==> src/rtl/rs485_frame_link_if.sv <==
// Application and line-side signals of the RS485 frame link, bundled for port connection.
// Latency: none (wiring only).
// Backpressure: none; tx_req is dropped by the link while tx_busy is high.
interface rs485_frame_link_if #(
  parameter int DATA_W = 16
) ();
  logic              tx_req;
  logic [DATA_W-1:0] tx_data;
  logic              tx_busy;
  logic              rx_valid;
  logic [DATA_W-1:0] rx_data;
  logic              rx_err;
  logic              rs485_uart_rxd;
  logic              rs485_uart_txd;
  logic              rs485_tx_en;

  // Application / transceiver side
  modport master (
    output tx_req, tx_data, rs485_uart_rxd,
    input  tx_busy, rx_valid, rx_data, rx_err, rs485_uart_txd, rs485_tx_en
  );

  // Link controller side
  modport slave (
    input  tx_req, tx_data, rs485_uart_rxd,
    output tx_busy, rx_valid, rx_data, rx_err, rs485_uart_txd, rs485_tx_en
  );
endinterface

==> src/rtl/rs485_frame_link.sv <==
// Half-duplex RS485 framed link: HEADER, payload MSB first, XOR checksum; 8N1 UART with driver-enable sequencing.
// Latency: tx_busy the cycle after tx_req; rx_valid/rx_err one cycle after the checksum stop-bit sample.
// Backpressure: none; tx_req outside TX idle is ignored, rx bytes arriving while transmitting are blanked.
module rs485_frame_link #(
  parameter int         CLK_FREQ        = 50000000,
  parameter int         UART_BPS        = 115200,
  parameter int         DATA_W          = 16,
  parameter int         GUARD_BITS      = 2,
  parameter logic [7:0] HEADER          = 8'h55,
  parameter int         RX_TIMEOUT_BITS = 20
) (
  input logic               sys_clk,
  input logic               sys_rst_n,
  rs485_frame_link_if.slave bus
);

  localparam int BPS_CNT = CLK_FREQ / UART_BPS;
  localparam int NB      = DATA_W / 8;
  localparam int FW      = 8 * (NB + 2);
  localparam int TO_CLKS = RX_TIMEOUT_BITS * BPS_CNT;
  localparam int CNT_W   = $clog2(TO_CLKS + 1);

  localparam logic [CNT_W-1:0] BIT_LAST   = CNT_W'(BPS_CNT - 1);
  localparam logic [CNT_W-1:0] BIT_HALF   = CNT_W'(BPS_CNT / 2);
  localparam logic [CNT_W-1:0] TO_LAST    = CNT_W'(TO_CLKS - 1);
  localparam logic [3:0]       LAST_BYTE  = 4'(NB + 1);
  localparam logic [3:0]       NB_LAST    = 4'(NB - 1);
  localparam logic [7:0]       GUARD_END  = 8'(GUARD_BITS);
  localparam logic [7:0]       GUARD_LAST = 8'(GUARD_BITS - 1);

  typedef enum logic [1:0] {TX_IDLE, TX_LEAD, TX_SEND, TX_GUARD} tx_state_t;
  typedef enum logic [1:0] {RX_WAIT_HDR, RX_PAYLOAD, RX_CHK} rx_state_t;

  // ---------------- transmit path ----------------
  tx_state_t         tx_state_q, tx_state_d;
  logic [CNT_W-1:0]  tx_cnt_q, tx_cnt_d;
  logic [7:0]        tx_bit_q, tx_bit_d;
  logic [3:0]        tx_byte_idx_q, tx_byte_idx_d;
  logic [FW-1:0]     tx_frame_q, tx_frame_d;
  logic [7:0]        tx_sr_q, tx_sr_d;
  logic              txd_q, txd_d;
  logic              tx_en_q, tx_en_d;
  logic [7:0]        tx_chk;
  logic              tx_bit_end;

  // Checksum of the payload being offered, folded byte by byte
  always_comb begin
    tx_chk = '0;
    for (int i = 0; i < NB; i++) tx_chk = tx_chk ^ bus.tx_data[i*8 +: 8];
  end

  // TX sequencing: lead bit, framed bytes, guard bits, then one drain cycle with the driver released
  always_comb begin
    tx_state_d    = tx_state_q;
    tx_cnt_d      = tx_cnt_q;
    tx_bit_d      = tx_bit_q;
    tx_byte_idx_d = tx_byte_idx_q;
    tx_frame_d    = tx_frame_q;
    tx_sr_d       = tx_sr_q;
    txd_d         = txd_q;
    tx_en_d       = tx_en_q;
    tx_bit_end    = (tx_cnt_q == BIT_LAST);
    if (tx_state_q != TX_IDLE) tx_cnt_d = tx_bit_end ? '0 : tx_cnt_q + 1'b1;
    case (tx_state_q)
      TX_IDLE: begin
        if (bus.tx_req) begin
          tx_state_d = TX_LEAD;
          tx_frame_d = {HEADER, bus.tx_data, tx_chk};
          tx_cnt_d   = '0;
          tx_en_d    = 1'b1;
          txd_d      = 1'b1;
        end
      end
      TX_LEAD: begin
        if (tx_bit_end) begin
          tx_state_d    = TX_SEND;
          tx_byte_idx_d = '0;
          tx_bit_d      = '0;
          tx_sr_d       = tx_frame_q[FW-1 -: 8];
          tx_frame_d    = tx_frame_q << 8;
          txd_d         = 1'b0;
        end
      end
      TX_SEND: begin
        if (tx_bit_end) begin
          if (tx_bit_q == 8'd9) begin
            tx_bit_d = '0;
            if (tx_byte_idx_q == LAST_BYTE) begin
              tx_state_d = TX_GUARD;
              txd_d      = 1'b1;
            end else begin
              tx_byte_idx_d = tx_byte_idx_q + 4'd1;
              tx_sr_d       = tx_frame_q[FW-1 -: 8];
              tx_frame_d    = tx_frame_q << 8;
              txd_d         = 1'b0;
            end
          end else if (tx_bit_q == 8'd8) begin
            tx_bit_d = tx_bit_q + 8'd1;
            txd_d    = 1'b1;
          end else begin
            tx_bit_d = tx_bit_q + 8'd1;
            txd_d    = tx_sr_q[0];
            tx_sr_d  = tx_sr_q >> 1;
          end
        end
      end
      TX_GUARD: begin
        // tx_bit_q counts guard bits; reaching GUARD_END marks the drain cycle
        if (tx_bit_q == GUARD_END) begin
          tx_state_d = TX_IDLE;
          tx_cnt_d   = '0;
        end else if (tx_bit_end) begin
          tx_bit_d = tx_bit_q + 8'd1;
          if (tx_bit_q == GUARD_LAST) tx_en_d = 1'b0;
        end
      end
      default: tx_state_d = TX_IDLE;
    endcase
  end

  // TX state register
  always_ff @(posedge sys_clk) begin
    if (!sys_rst_n) begin
      tx_state_q    <= TX_IDLE;
      tx_cnt_q      <= '0;
      tx_bit_q      <= '0;
      tx_byte_idx_q <= '0;
      tx_frame_q    <= '0;
      tx_sr_q       <= '0;
      txd_q         <= 1'b1;
      tx_en_q       <= 1'b0;
    end else begin
      tx_state_q    <= tx_state_d;
      tx_cnt_q      <= tx_cnt_d;
      tx_bit_q      <= tx_bit_d;
      tx_byte_idx_q <= tx_byte_idx_d;
      tx_frame_q    <= tx_frame_d;
      tx_sr_q       <= tx_sr_d;
      txd_q         <= txd_d;
      tx_en_q       <= tx_en_d;
    end
  end

  // ---------------- receive path ----------------
  logic              rx_s1_q, rx_s1_d, rx_s2_q, rx_s2_d, rx_prev_q, rx_prev_d;
  logic              rx_busy_q, rx_busy_d;
  logic [CNT_W-1:0]  rx_cnt_q, rx_cnt_d;
  logic [3:0]        rx_bit_q, rx_bit_d;
  logic [7:0]        rx_sr_q, rx_sr_d;
  logic              byte_ok, byte_ferr, rx_fall;
  rx_state_t         rx_state_q, rx_state_d;
  logic [DATA_W-1:0] rx_pay_q, rx_pay_d, rx_data_q, rx_data_d;
  logic [7:0]        rx_acc_q, rx_acc_d;
  logic [3:0]        rx_nbyte_q, rx_nbyte_d;
  logic [CNT_W-1:0]  rx_to_q, rx_to_d;
  logic              rx_valid_q, rx_valid_d, rx_err_q, rx_err_d, rx_timeout;

  // Byte receiver: synchronise, detect start while the driver is off, sample mid-bit
  always_comb begin
    rx_s1_d   = bus.rs485_uart_rxd;
    rx_s2_d   = rx_s1_q;
    rx_prev_d = rx_s2_q;
    rx_fall   = rx_prev_q & ~rx_s2_q;
    rx_busy_d = rx_busy_q;
    rx_cnt_d  = rx_cnt_q;
    rx_bit_d  = rx_bit_q;
    rx_sr_d   = rx_sr_q;
    byte_ok   = 1'b0;
    byte_ferr = 1'b0;
    if (!rx_busy_q) begin
      if (rx_fall && !tx_en_q) begin
        rx_busy_d = 1'b1;
        rx_cnt_d  = '0;
        rx_bit_d  = '0;
      end
    end else if (tx_en_q) begin
      rx_busy_d = 1'b0;  // our own transmission blanks any byte in flight
    end else begin
      rx_cnt_d = (rx_cnt_q == BIT_LAST) ? '0 : rx_cnt_q + 1'b1;
      if (rx_cnt_q == BIT_LAST) rx_bit_d = rx_bit_q + 4'd1;
      if (rx_cnt_q == BIT_HALF) begin
        if (rx_bit_q == 4'd0) begin
          if (rx_s2_q) rx_busy_d = 1'b0;  // false start
        end else if (rx_bit_q == 4'd9) begin
          rx_busy_d = 1'b0;
          byte_ok   = rx_s2_q;
          byte_ferr = ~rx_s2_q;
        end else begin
          rx_sr_d = {rx_s2_q, rx_sr_q[7:1]};
        end
      end
    end
  end

  // Frame assembly: header hunt, payload collection, checksum compare, inter-byte timeout
  always_comb begin
    rx_state_d = rx_state_q;
    rx_pay_d   = rx_pay_q;
    rx_acc_d   = rx_acc_q;
    rx_nbyte_d = rx_nbyte_q;
    rx_data_d  = rx_data_q;
    rx_valid_d = 1'b0;
    rx_err_d   = 1'b0;
    rx_to_d    = rx_to_q;
    rx_timeout = 1'b0;
    if (rx_state_q == RX_WAIT_HDR || byte_ok || byte_ferr) rx_to_d = '0;
    else if (!rx_busy_q) begin
      rx_to_d    = rx_to_q + 1'b1;
      rx_timeout = (rx_to_q == TO_LAST);
    end
    case (rx_state_q)
      RX_WAIT_HDR: begin
        if (byte_ok && rx_sr_q == HEADER) begin
          rx_state_d = RX_PAYLOAD;
          rx_nbyte_d = '0;
          rx_acc_d   = '0;
        end
      end
      RX_PAYLOAD: begin
        if (byte_ok) begin
          rx_pay_d   = (rx_pay_q << 8) | DATA_W'(rx_sr_q);
          rx_acc_d   = rx_acc_q ^ rx_sr_q;
          rx_nbyte_d = rx_nbyte_q + 4'd1;
          if (rx_nbyte_q == NB_LAST) rx_state_d = RX_CHK;
        end else if (byte_ferr || rx_timeout) begin
          rx_err_d   = 1'b1;
          rx_state_d = RX_WAIT_HDR;
        end
      end
      RX_CHK: begin
        if (byte_ok) begin
          rx_state_d = RX_WAIT_HDR;
          if (rx_sr_q == rx_acc_q) begin
            rx_data_d  = rx_pay_q;
            rx_valid_d = 1'b1;
          end else begin
            rx_err_d = 1'b1;
          end
        end else if (byte_ferr || rx_timeout) begin
          rx_err_d   = 1'b1;
          rx_state_d = RX_WAIT_HDR;
        end
      end
      default: rx_state_d = RX_WAIT_HDR;
    endcase
  end

  // RX state register
  always_ff @(posedge sys_clk) begin
    if (!sys_rst_n) begin
      rx_s1_q    <= 1'b1;
      rx_s2_q    <= 1'b1;
      rx_prev_q  <= 1'b1;
      rx_busy_q  <= 1'b0;
      rx_cnt_q   <= '0;
      rx_bit_q   <= '0;
      rx_sr_q    <= '0;
      rx_state_q <= RX_WAIT_HDR;
      rx_pay_q   <= '0;
      rx_acc_q   <= '0;
      rx_nbyte_q <= '0;
      rx_data_q  <= '0;
      rx_valid_q <= 1'b0;
      rx_err_q   <= 1'b0;
      rx_to_q    <= '0;
    end else begin
      rx_s1_q    <= rx_s1_d;
      rx_s2_q    <= rx_s2_d;
      rx_prev_q  <= rx_prev_d;
      rx_busy_q  <= rx_busy_d;
      rx_cnt_q   <= rx_cnt_d;
      rx_bit_q   <= rx_bit_d;
      rx_sr_q    <= rx_sr_d;
      rx_state_q <= rx_state_d;
      rx_pay_q   <= rx_pay_d;
      rx_acc_q   <= rx_acc_d;
      rx_nbyte_q <= rx_nbyte_d;
      rx_data_q  <= rx_data_d;
      rx_valid_q <= rx_valid_d;
      rx_err_q   <= rx_err_d;
      rx_to_q    <= rx_to_d;
    end
  end

  assign bus.tx_busy        = (tx_state_q != TX_IDLE);
  assign bus.rs485_uart_txd = txd_q;
  assign bus.rs485_tx_en    = tx_en_q;
  assign bus.rx_valid       = rx_valid_q;
  assign bus.rx_err         = rx_err_q;
  assign bus.rx_data        = rx_data_q;

endmodule

==> src/flat_wrapper.sv <==
// flat-port wrapper written by rule: the top's interface ports become plain ports
module rs485_frame_link_flat 
#(
  parameter int         CLK_FREQ        = 50000000,
  parameter int         UART_BPS        = 115200,
  parameter int         DATA_W          = 16,
  parameter int         GUARD_BITS      = 2,
  parameter logic [7:0] HEADER          = 8'h55,
  parameter int         RX_TIMEOUT_BITS = 20
)
  (sys_clk, sys_rst_n, bus_tx_req, bus_tx_data, bus_rs485_uart_rxd, bus_tx_busy, bus_rx_valid, bus_rx_data, bus_rx_err, bus_rs485_uart_txd, bus_rs485_tx_en);
  rs485_frame_link_if #(.DATA_W(DATA_W)) bus_i ();
  input logic sys_clk;
  input logic sys_rst_n;
  input wire logic [$bits(bus_i.tx_req)-1:0] bus_tx_req;
  input wire logic [$bits(bus_i.tx_data)-1:0] bus_tx_data;
  input wire logic [$bits(bus_i.rs485_uart_rxd)-1:0] bus_rs485_uart_rxd;
  output wire logic [$bits(bus_i.tx_busy)-1:0] bus_tx_busy;
  output wire logic [$bits(bus_i.rx_valid)-1:0] bus_rx_valid;
  output wire logic [$bits(bus_i.rx_data)-1:0] bus_rx_data;
  output wire logic [$bits(bus_i.rx_err)-1:0] bus_rx_err;
  output wire logic [$bits(bus_i.rs485_uart_txd)-1:0] bus_rs485_uart_txd;
  output wire logic [$bits(bus_i.rs485_tx_en)-1:0] bus_rs485_tx_en;
  assign bus_i.tx_req = bus_tx_req;
  assign bus_i.tx_data = bus_tx_data;
  assign bus_i.rs485_uart_rxd = bus_rs485_uart_rxd;
  assign bus_tx_busy = bus_i.tx_busy;
  assign bus_rx_valid = bus_i.rx_valid;
  assign bus_rx_data = bus_i.rx_data;
  assign bus_rx_err = bus_i.rx_err;
  assign bus_rs485_uart_txd = bus_i.rs485_uart_txd;
  assign bus_rs485_tx_en = bus_i.rs485_tx_en;
  rs485_frame_link #(.CLK_FREQ(CLK_FREQ), .UART_BPS(UART_BPS), .DATA_W(DATA_W), .GUARD_BITS(GUARD_BITS), .HEADER(HEADER), .RX_TIMEOUT_BITS(RX_TIMEOUT_BITS)) u_core (.sys_clk(sys_clk), .sys_rst_n(sys_rst_n), .bus(bus_i));
endmodule
==> config.mk <==
export PLATFORM = sky130hd
export DESIGN_NAME = rs485_frame_link_flat
export DESIGN_NICKNAME = d
export VERILOG_FILES = /design/src/rtl/rs485_frame_link_if.sv /design/src/rtl/rs485_frame_link.sv /design/src/flat_wrapper.sv
export SDC_FILE = /design/constraint.sdc
export NUM_CORES = 1
export LEC_CHECK = 0
export CAP_MARGIN = 10
export CORE_MARGIN = 4
export CORE_UTILIZATION = 60
export CTS_CLUSTER_DIAMETER = 200
export CTS_CLUSTER_SIZE = 30
export DETAILED_ROUTE_END_ITERATION = 8
export PLACE_DENSITY = 0.8
export SKIP_CTS_REPAIR_TIMING = 1
export SYNTH_ARGS = -nofsm -noshare
export SYNTH_HDL_FRONTEND = slang
export SYNTH_SLANG_ARGS = --single-unit
export TNS_END_PERCENT = 5
==> constraint.sdc <==
create_clock -name sys_clk -period 7.2 [get_ports sys_clk]
set_input_delay 0.72 -clock sys_clk [delete_from_list [all_inputs] [get_ports sys_clk]]
set_output_delay 0.72 -clock sys_clk [all_outputs]
set_load 0.1 [all_outputs]
==> results.sh, run 1 <==
export IMPL_clkTransAtPathRegs_ns=0.06
export IMPL_yosys_area_top_type="dfxtp_1"
export IMPL_yosys_most_used_dff="dfxtp_1"
export IMPL_tns_ns=0
export IMPL_multi_input_area_um2=4050
export IMPL_rsz0062_at_grt="no"
export IMPL_worst_pin_slew_ns=1.25
export IMPL_min_period_over_period=0.553
export IMPL_maxSlewViolCount=0
export IMPL_route_detailed_drc=0
export IMPL_outcome="complete, no violations"
export IMPL_slew_headroom=0.158
export IMPL_layout_drive_gt1_share=0.0566
export IMPL_dieArea_um2=14500
export IMPL_die_h_um=121
export IMPL_dp_hpwl_um=11200
export IMPL_synthCells=891
export IMPL_synth_area_um2=7610
export IMPL_start_util=0.623
export IMPL_core_um2=12200
export IMPL_total_power_mw=2.70
export IMPL_grt_pass1_wl_um=28600
export IMPL_crit_required_ns=7.52
export IMPL_antenna_found_initial=0
export IMPL_cp_arrival_ns=4.30
export IMPL_postRouteAntennaNets=0
export IMPL_ff2ff_setup_slack_ns=3.22
export IMPL_start_kind="register"
export IMPL_synth_top_area_frac=0.426
export IMPL_worst_r2r_endpoint="u_core.tx_sr_q[5]"
export IMPL_syn_area_per_cell_um2=8.54
export IMPL_synth_warnings=0
export IMPL_fmax_mhz=251
export IMPL_yosysUniqueCellTypes=65
export IMPL_final_common_cell="dfxtp_1"
export IMPL_synth_area_top_cells="dfxtp_1 (43%), nand2_1 (5.1%), nor2_1 (4.7%)"
export IMPL_clockRootBuffer="clkbuf_16"
export IMPL_crit_path_end_kind="register"
export IMPL_htreeDepth=4
export IMPL_crit_type="register to register"
export IMPL_period_minus_slack_ns=3.98
export IMPL_hold_viol=0
export IMPL_p_leak_nw=2.90
export IMPL_rows=40
export IMPL_grt_usage=0.236
export IMPL_crit_end="u_core.tx_sr_q[5]"
export IMPL_synthToLayoutAreaGrowth_pct=13.8
export IMPL_wl_per_cell_um=15.5
export IMPL_grt_pass1_vias=6304
export IMPL_drt_iter0_drc=508
export IMPL_drt_total_wl_um=16800
export IMPL_grt_start_max_net_pins=58
export IMPL_seq_area_frac_synth=0.426
export IMPL_cts_sinks=162
export IMPL_fill_cells=986
export IMPL_die_w_um=121
export IMPL_cts_buffer_depth=2
export IMPL_syn_num_nets=934
export IMPL_finalWeightedCongestion=0.901
export IMPL_globalRouteOverflowTotal=0
export IMPL_cap_viol_max_count=0
export IMPL_reg2regPathDepth=7
export IMPL_via_per_inst=5.94
export IMPL_port_buffers=40
export IMPL_worstSetupStartpoint="u_core.tx_state_q[1]"
export IMPL_final_cell_mix="dfxtp_1 (162), nand2_1 (104), nor2_1 (95)"
export IMPL_antennaDiodeCount=0
export IMPL_finClkSkew_ns=0.00627
export IMPL_regToRegStartpoint="u_core.tx_state_q[1]"
export IMPL_drt_first_pass_iters=5
export IMPL_synth_seq_cells=162
export IMPL_seqCellArea_um2=3240
export IMPL_ys_async_sr_fraction=0
export IMPL_tritoncts="built"
export IMPL_clock_latency_ns=0.43
export IMPL_p_per_area_nw_per_um2=312
export IMPL_via_count=6453
export IMPL_crit_fanout=25
export IMPL_min_path_type="register to register"
export IMPL_fin_nets=950
export IMPL_setup_viol=0
export IMPL_synth_edf_count=0
export IMPL_io_pins=41
export IMPL_cts_buffers=17
export IMPL_vdd_drop_max_mv=0.554
[stage by stage]
step / utilization / instance area (µm²) / std cells / hold slack [ns] / setup WS, ns
floorplan: - / 7610 / 891 / 0.386 / 4.55
global placement: 0.660 / 8070 / 1055 / 0.400 / 3.59
detailed placement: 0.660 / 8070 / 1055 / 0.398 / 3.28
CTS: 0.709 / 8650 / 1085 / 0.415 / 3.29
global route: 0.709 / 8660 / 1086 / 0.444 / 3.00
finish: 0.709 / 8660 / 1086 / 0.412 / 3.22
[state kept, by name, indices dropped and copies added, names as in the netlist, 2 cells and up]
register / cells
u_core.rx_sr_q: 8
u_core.tx_frame_q: 32
u_core.tx_byte_idx_q: 4
u_core.bus.rx_data: 16
u_core.tx_state_q: 2
u_core.rx_cnt_q: 14
u_core.tx_bit_q: 8
u_core.rx_nbyte_q: 4
u_core.rx_pay_q: 16
u_core.tx_sr_q: 8
u_core.rx_to_q: 14
u_core.rx_bit_q: 4
u_core.tx_cnt_q: 14
u_core.rx_state_q: 2
u_core.rx_acc_q: 8
[layout make-up]
type	instances	area share
Sequential cell	162	0.375
Multi-Input combinational cell	648	0.468
Clock buffer	21	0.0555
Timing Repair Buffer	47	0.0523
Inverter	31	0.0134
Tap cell	168	0.0243
Clock inverter	9	0.0123
[how the worst min path moves through the flow]
stage	start	to	slack, ns	cells after the start
floorplan	u_core.rx_s1_q	u_core.rx_prev_d	0.39	1
CTS	u_core.rx_s1_q	u_core.rx_prev_d	0.42	1
global placement	u_core.rx_s1_q	u_core.rx_prev_d	0.40	1
detailed placement	u_core.rx_s1_q	u_core.rx_prev_d	0.40	1
global route	u_core.rx_s1_q	u_core.rx_prev_d	0.44	1
finish	u_core.rx_s1_q	u_core.rx_prev_d	0.41	1
[critical path, cell delays in order (launching register included)]
cell and delay, ns:
dfxtp_1 0.39, inv_1 0.08, ha_1 1.04, clkinv_1 0.48
or3_1 0.49, o41ai_2 0.96, nor2_1 0.09, a311oi_1 0.33
[cells in the mapped netlist, types with 5 or more instances]
cell type    n
o21ai_1      8
nand3_1     46
nor3_1      10
nand2_1    104
nand2b_1     9
or4_1       15
inv_1       29
mux2i_1     27
o21ai_0     32
a311oi_1     7
and4_1       5
xnor2_1     35
a21oi_1     69
o31ai_1     15
and3_1      11
nor2_1      95
clkbuf_1    45
xor2_1      23
a211oi_1    20
ha_1        23
dfxtp_1    162
or3_1        9
nand4_1     11
[power by group]
| group | leakage, nW | switching, mW | internal [mW] |
|---|---|---|---|
| clock network | 0.283 | 0.354 | 0.541 |
| registers | 1.31 | 0.0597 | 0.990 |
| logic | 1.30 | 0.500 | 0.259 |
[routing by layer]
layer | GRT usage | vias up | routed length, µm
li1 | - | 3166 | -
met1 | 0.280 | 3091 | 7260
met2 | 0.412 | 165 | 8520
met3 | 0.0617 | 31 | 760
met4 | 0.0836 | 0 | 253
met5 | 0 | - | 0
[cells by family (layout without fill, tap and decap cells)]
group,after synthesis,in the layout,synth area share
xor gates and xnor gates,58,58,0.0668
and+or+nand+nor,355,355,0.240
adders and majority gates,23,23,0.0378
muxes,27,27,0.0355
DFF,162,162,0.426
AOI/OAI and AO/OA,185,185,0.153
buffers and inverters,81,108,0.0413
Power figures use the tool's default switching activity.
==> run 2, diff against run 1 <==
--- a/config.mk
+++ b/config.mk
@@ -7,11 +7,11 @@
 export LEC_CHECK = 0
 export CAP_MARGIN = 10
 export CORE_MARGIN = 4
-export CORE_UTILIZATION = 60
+export CORE_UTILIZATION = 54
 export CTS_CLUSTER_DIAMETER = 200
 export CTS_CLUSTER_SIZE = 30
 export DETAILED_ROUTE_END_ITERATION = 8
-export PLACE_DENSITY = 0.8
+export PLACE_DENSITY = 0.76
 export SKIP_CTS_REPAIR_TIMING = 1
 export SYNTH_ARGS = -nofsm -noshare
 export SYNTH_HDL_FRONTEND = slang
==> constraint.sdc (replaced) <==
create_clock -name sys_clk -period 3.21 [get_ports sys_clk]
set_input_delay 0.321 -clock sys_clk [delete_from_list [all_inputs] [get_ports sys_clk]]
set_output_delay 0.321 -clock sys_clk [all_outputs]
set_load 0.1 [all_outputs]
==> run 2 against run 1 <==
Compared with the run above: clock-buffer cell count stayed put; highest routed layer unchanged; largest cell class unchanged; fmax is 47% higher; largest power group unchanged; critical endpoint is now u_core.rx_acc_q[7]; via count is 3.1% lower; core utilization is 7.0 points lower; critical path depth is 1 lower; combinational power is 120% higher.
==> results.sh, run 2 (synthesis results as in run 1) <==
export IMPL_core_um2=13800
export IMPL_crit_fanout=20
export IMPL_p_per_area_nw_per_um2=714
export IMPL_postRouteAntennaNets=0
export IMPL_met3_length_um=477
export IMPL_largest_reg_flops=32
export IMPL_worst_pin_slew_ns=1.08
export IMPL_wl_met2_um=7630
export IMPL_slew_headroom=0.276
export IMPL_antenna_found_initial=0
export IMPL_rsz0062_at_grt="no"
export IMPL_htreeDepth=4
export IMPL_maxSlewViolCount=0
export IMPL_crit_type="register to register"
export IMPL_via_per_inst=5.63
export IMPL_dp_hpwl_um=10500
export IMPL_hold_start="u_core.rx_s1_q"
export IMPL_fill_cells=1199
export IMPL_final_cell_mix="dfxtp_1 (162), nand2_1 (104), nor2_1 (95)"
export IMPL_grt_pass1_wl_um=27500
export IMPL_cap_viol_max_count=0
export IMPL_power_share_combinational=0.270
export IMPL_clockRootBuffer="clkbuf_16"
export IMPL_final_area_um2=8840
export IMPL_placed_area_um2=8170
export IMPL_setup_viol=0
export IMPL_final_common_cell="dfxtp_1"
export IMPL_fin_nets=961
export IMPL_critical_path_top_delay_family="simple AND/OR/NAND/NOR gates"
export IMPL_tritoncts="built"
export IMPL_die_h_um=127
export IMPL_grt_pass1_vias=5892
export IMPL_start_kind="register"
export IMPL_crit_required_ns=3.56
export IMPL_swShare=0.324
export IMPL_vdd_drop_max_mv=0.716
export IMPL_rows=43
export IMPL_min_path_type="register to register"
export IMPL_min_period_over_period=0.841
export IMPL_period_minus_slack_ns=2.70
export IMPL_p_sw_mw=2.04
export IMPL_power_frac_seq=0.371
export IMPL_io_pins=41
export IMPL_worstSetupStartpoint="u_core.rx_cnt_q[0]"
export IMPL_synthToLayoutAreaGrowth_pct=16.2
export IMPL_slowest_delay_ns=0.62
export IMPL_clkTransAtPathRegs_ns=0.06
export IMPL_globalRouteOverflowTotal=0
export IMPL_fin_util=0.640
export IMPL_hold_viol=0
export IMPL_slowest_stage="or4b_4"
export IMPL_clock_latency_ns=0.43
export IMPL_setup_slack_ns=0.509
export IMPL_route_detailed_drc=0
export IMPL_drt_met1_wl_um=7660
export IMPL_outcome="complete, no violations"
export IMPL_tns_ns=0
export IMPL_top_register="u_core.tx_frame_q"
export IMPL_dieArea_um2=16100
export IMPL_total_power_mw=6.31
export IMPL_grt_usage=0.204
export IMPL_path_buf_inv=0
export IMPL_grt_start_max_net_pins=48
export IMPL_wl_per_cell_um=14.4
export IMPL_p_leak_nw=3.00
export IMPL_die_w_um=127
export IMPL_start_util=0.550
export IMPL_drt_iter0_drc=306
export IMPL_top_layer_used="met4"
export IMPL_finClkSkew_ns=0.00923
export IMPL_regToRegStartpoint="u_core.rx_cnt_q[0]"
export IMPL_worstPathCellList="ha_1 > nor4b_4 > or4b_4 > or4b_4 > or4_1 > o21ai_1"
export IMPL_drt_first_pass_iters=5
export IMPL_layout_drive_gt1_share=0.0720
export IMPL_port_buffers=40
export IMPL_p_int_mw=4.27
export IMPL_crit_path_end_kind="register"
export IMPL_finalWeightedCongestion=0.840
export IMPL_cts_buffers=17
export IMPL_cts_sinks=162
export IMPL_cts_buffer_depth=2
export IMPL_p_clk_frac=0.359
export IMPL_crit_top_cell="or4b_4"
export IMPL_via_count=6254
export IMPL_cp_arrival_ns=3.06
export IMPL_antennaDiodeCount=0
export IMPL_dp_slack_ns=0.511
export IMPL_fmax_mhz=370
export IMPL_drt_total_wl_um=16000
run 2: changes by cell type in the layout (fill, tap and decap cells not counted), sizes merged:
| cell | previous run | this run |
|---|---|---|
| buf | 6 | 20 |
| clkinvlp | 3 | 1 |
| bufinv | 2 | 5 |
| clkbuf | 22 | 21 |
| clkinv | 5 | 6 |
| clkdlybuf4s50 | 40 | 38 |
run 2: per-layer routing:
layer  track usage  vias up
met5             0        -
met4        0.0650        0
met3        0.0484       24
met2         0.339       83
met1         0.264     2938
li1              -     3209
run 2: path summary, 6_finish.rpt:
path,depth (start not counted),slack [ns],endpoint
max reg2reg,6,0.51,u_core.rx_acc_q[7]
min reg2reg,1,0.41,u_core.rx_prev_d
min,1,0.41,u_core.rx_prev_d
max,6,0.51,u_core.rx_acc_q[7]
run 2: power groups by stage:
stage / clock network [mW] / registers [mW] / logic [mW]
floorplan: 0 / 2.40 / 1.31
global placement: 0 / 2.38 / 1.68
detailed placement: 0 / 2.39 / 1.71
CTS: 2.30 / 2.34 / 1.71
global route: 2.39 / 2.37 / 1.88
finish: 2.27 / 2.34 / 1.70
run 2: through the flow:
stage,std cells,hold slack [ns]
2_1_floorplan,891,0.386
3_5_place_dp,1079,0.394
5_1_grt,1111,0.437
4_1_cts,1111,0.409
6_report,1111,0.407
3_3_place_gp,1079,0.392
run 2: layout make-up:
class	count	area (µm²)	share of cell area
clock buffers	21	470	0.0532
clock inverters	11	201	0.0228
inverters	31	116	0.0132
multi-input cells	648	4060	0.459
flip-flops and latches	162	3240	0.367
well taps	180	225	0.0255
repair buffers	58	531	0.0600
run 2: worst reg2reg max path, cell delays in order (launching register included):
cell	delay (ns)
dfxtp_1	0.43
ha_1	0.18
nor4b_4	0.27
or4b_4	0.53
or4b_4	0.62
or4_1	0.50
o21ai_1	0.09
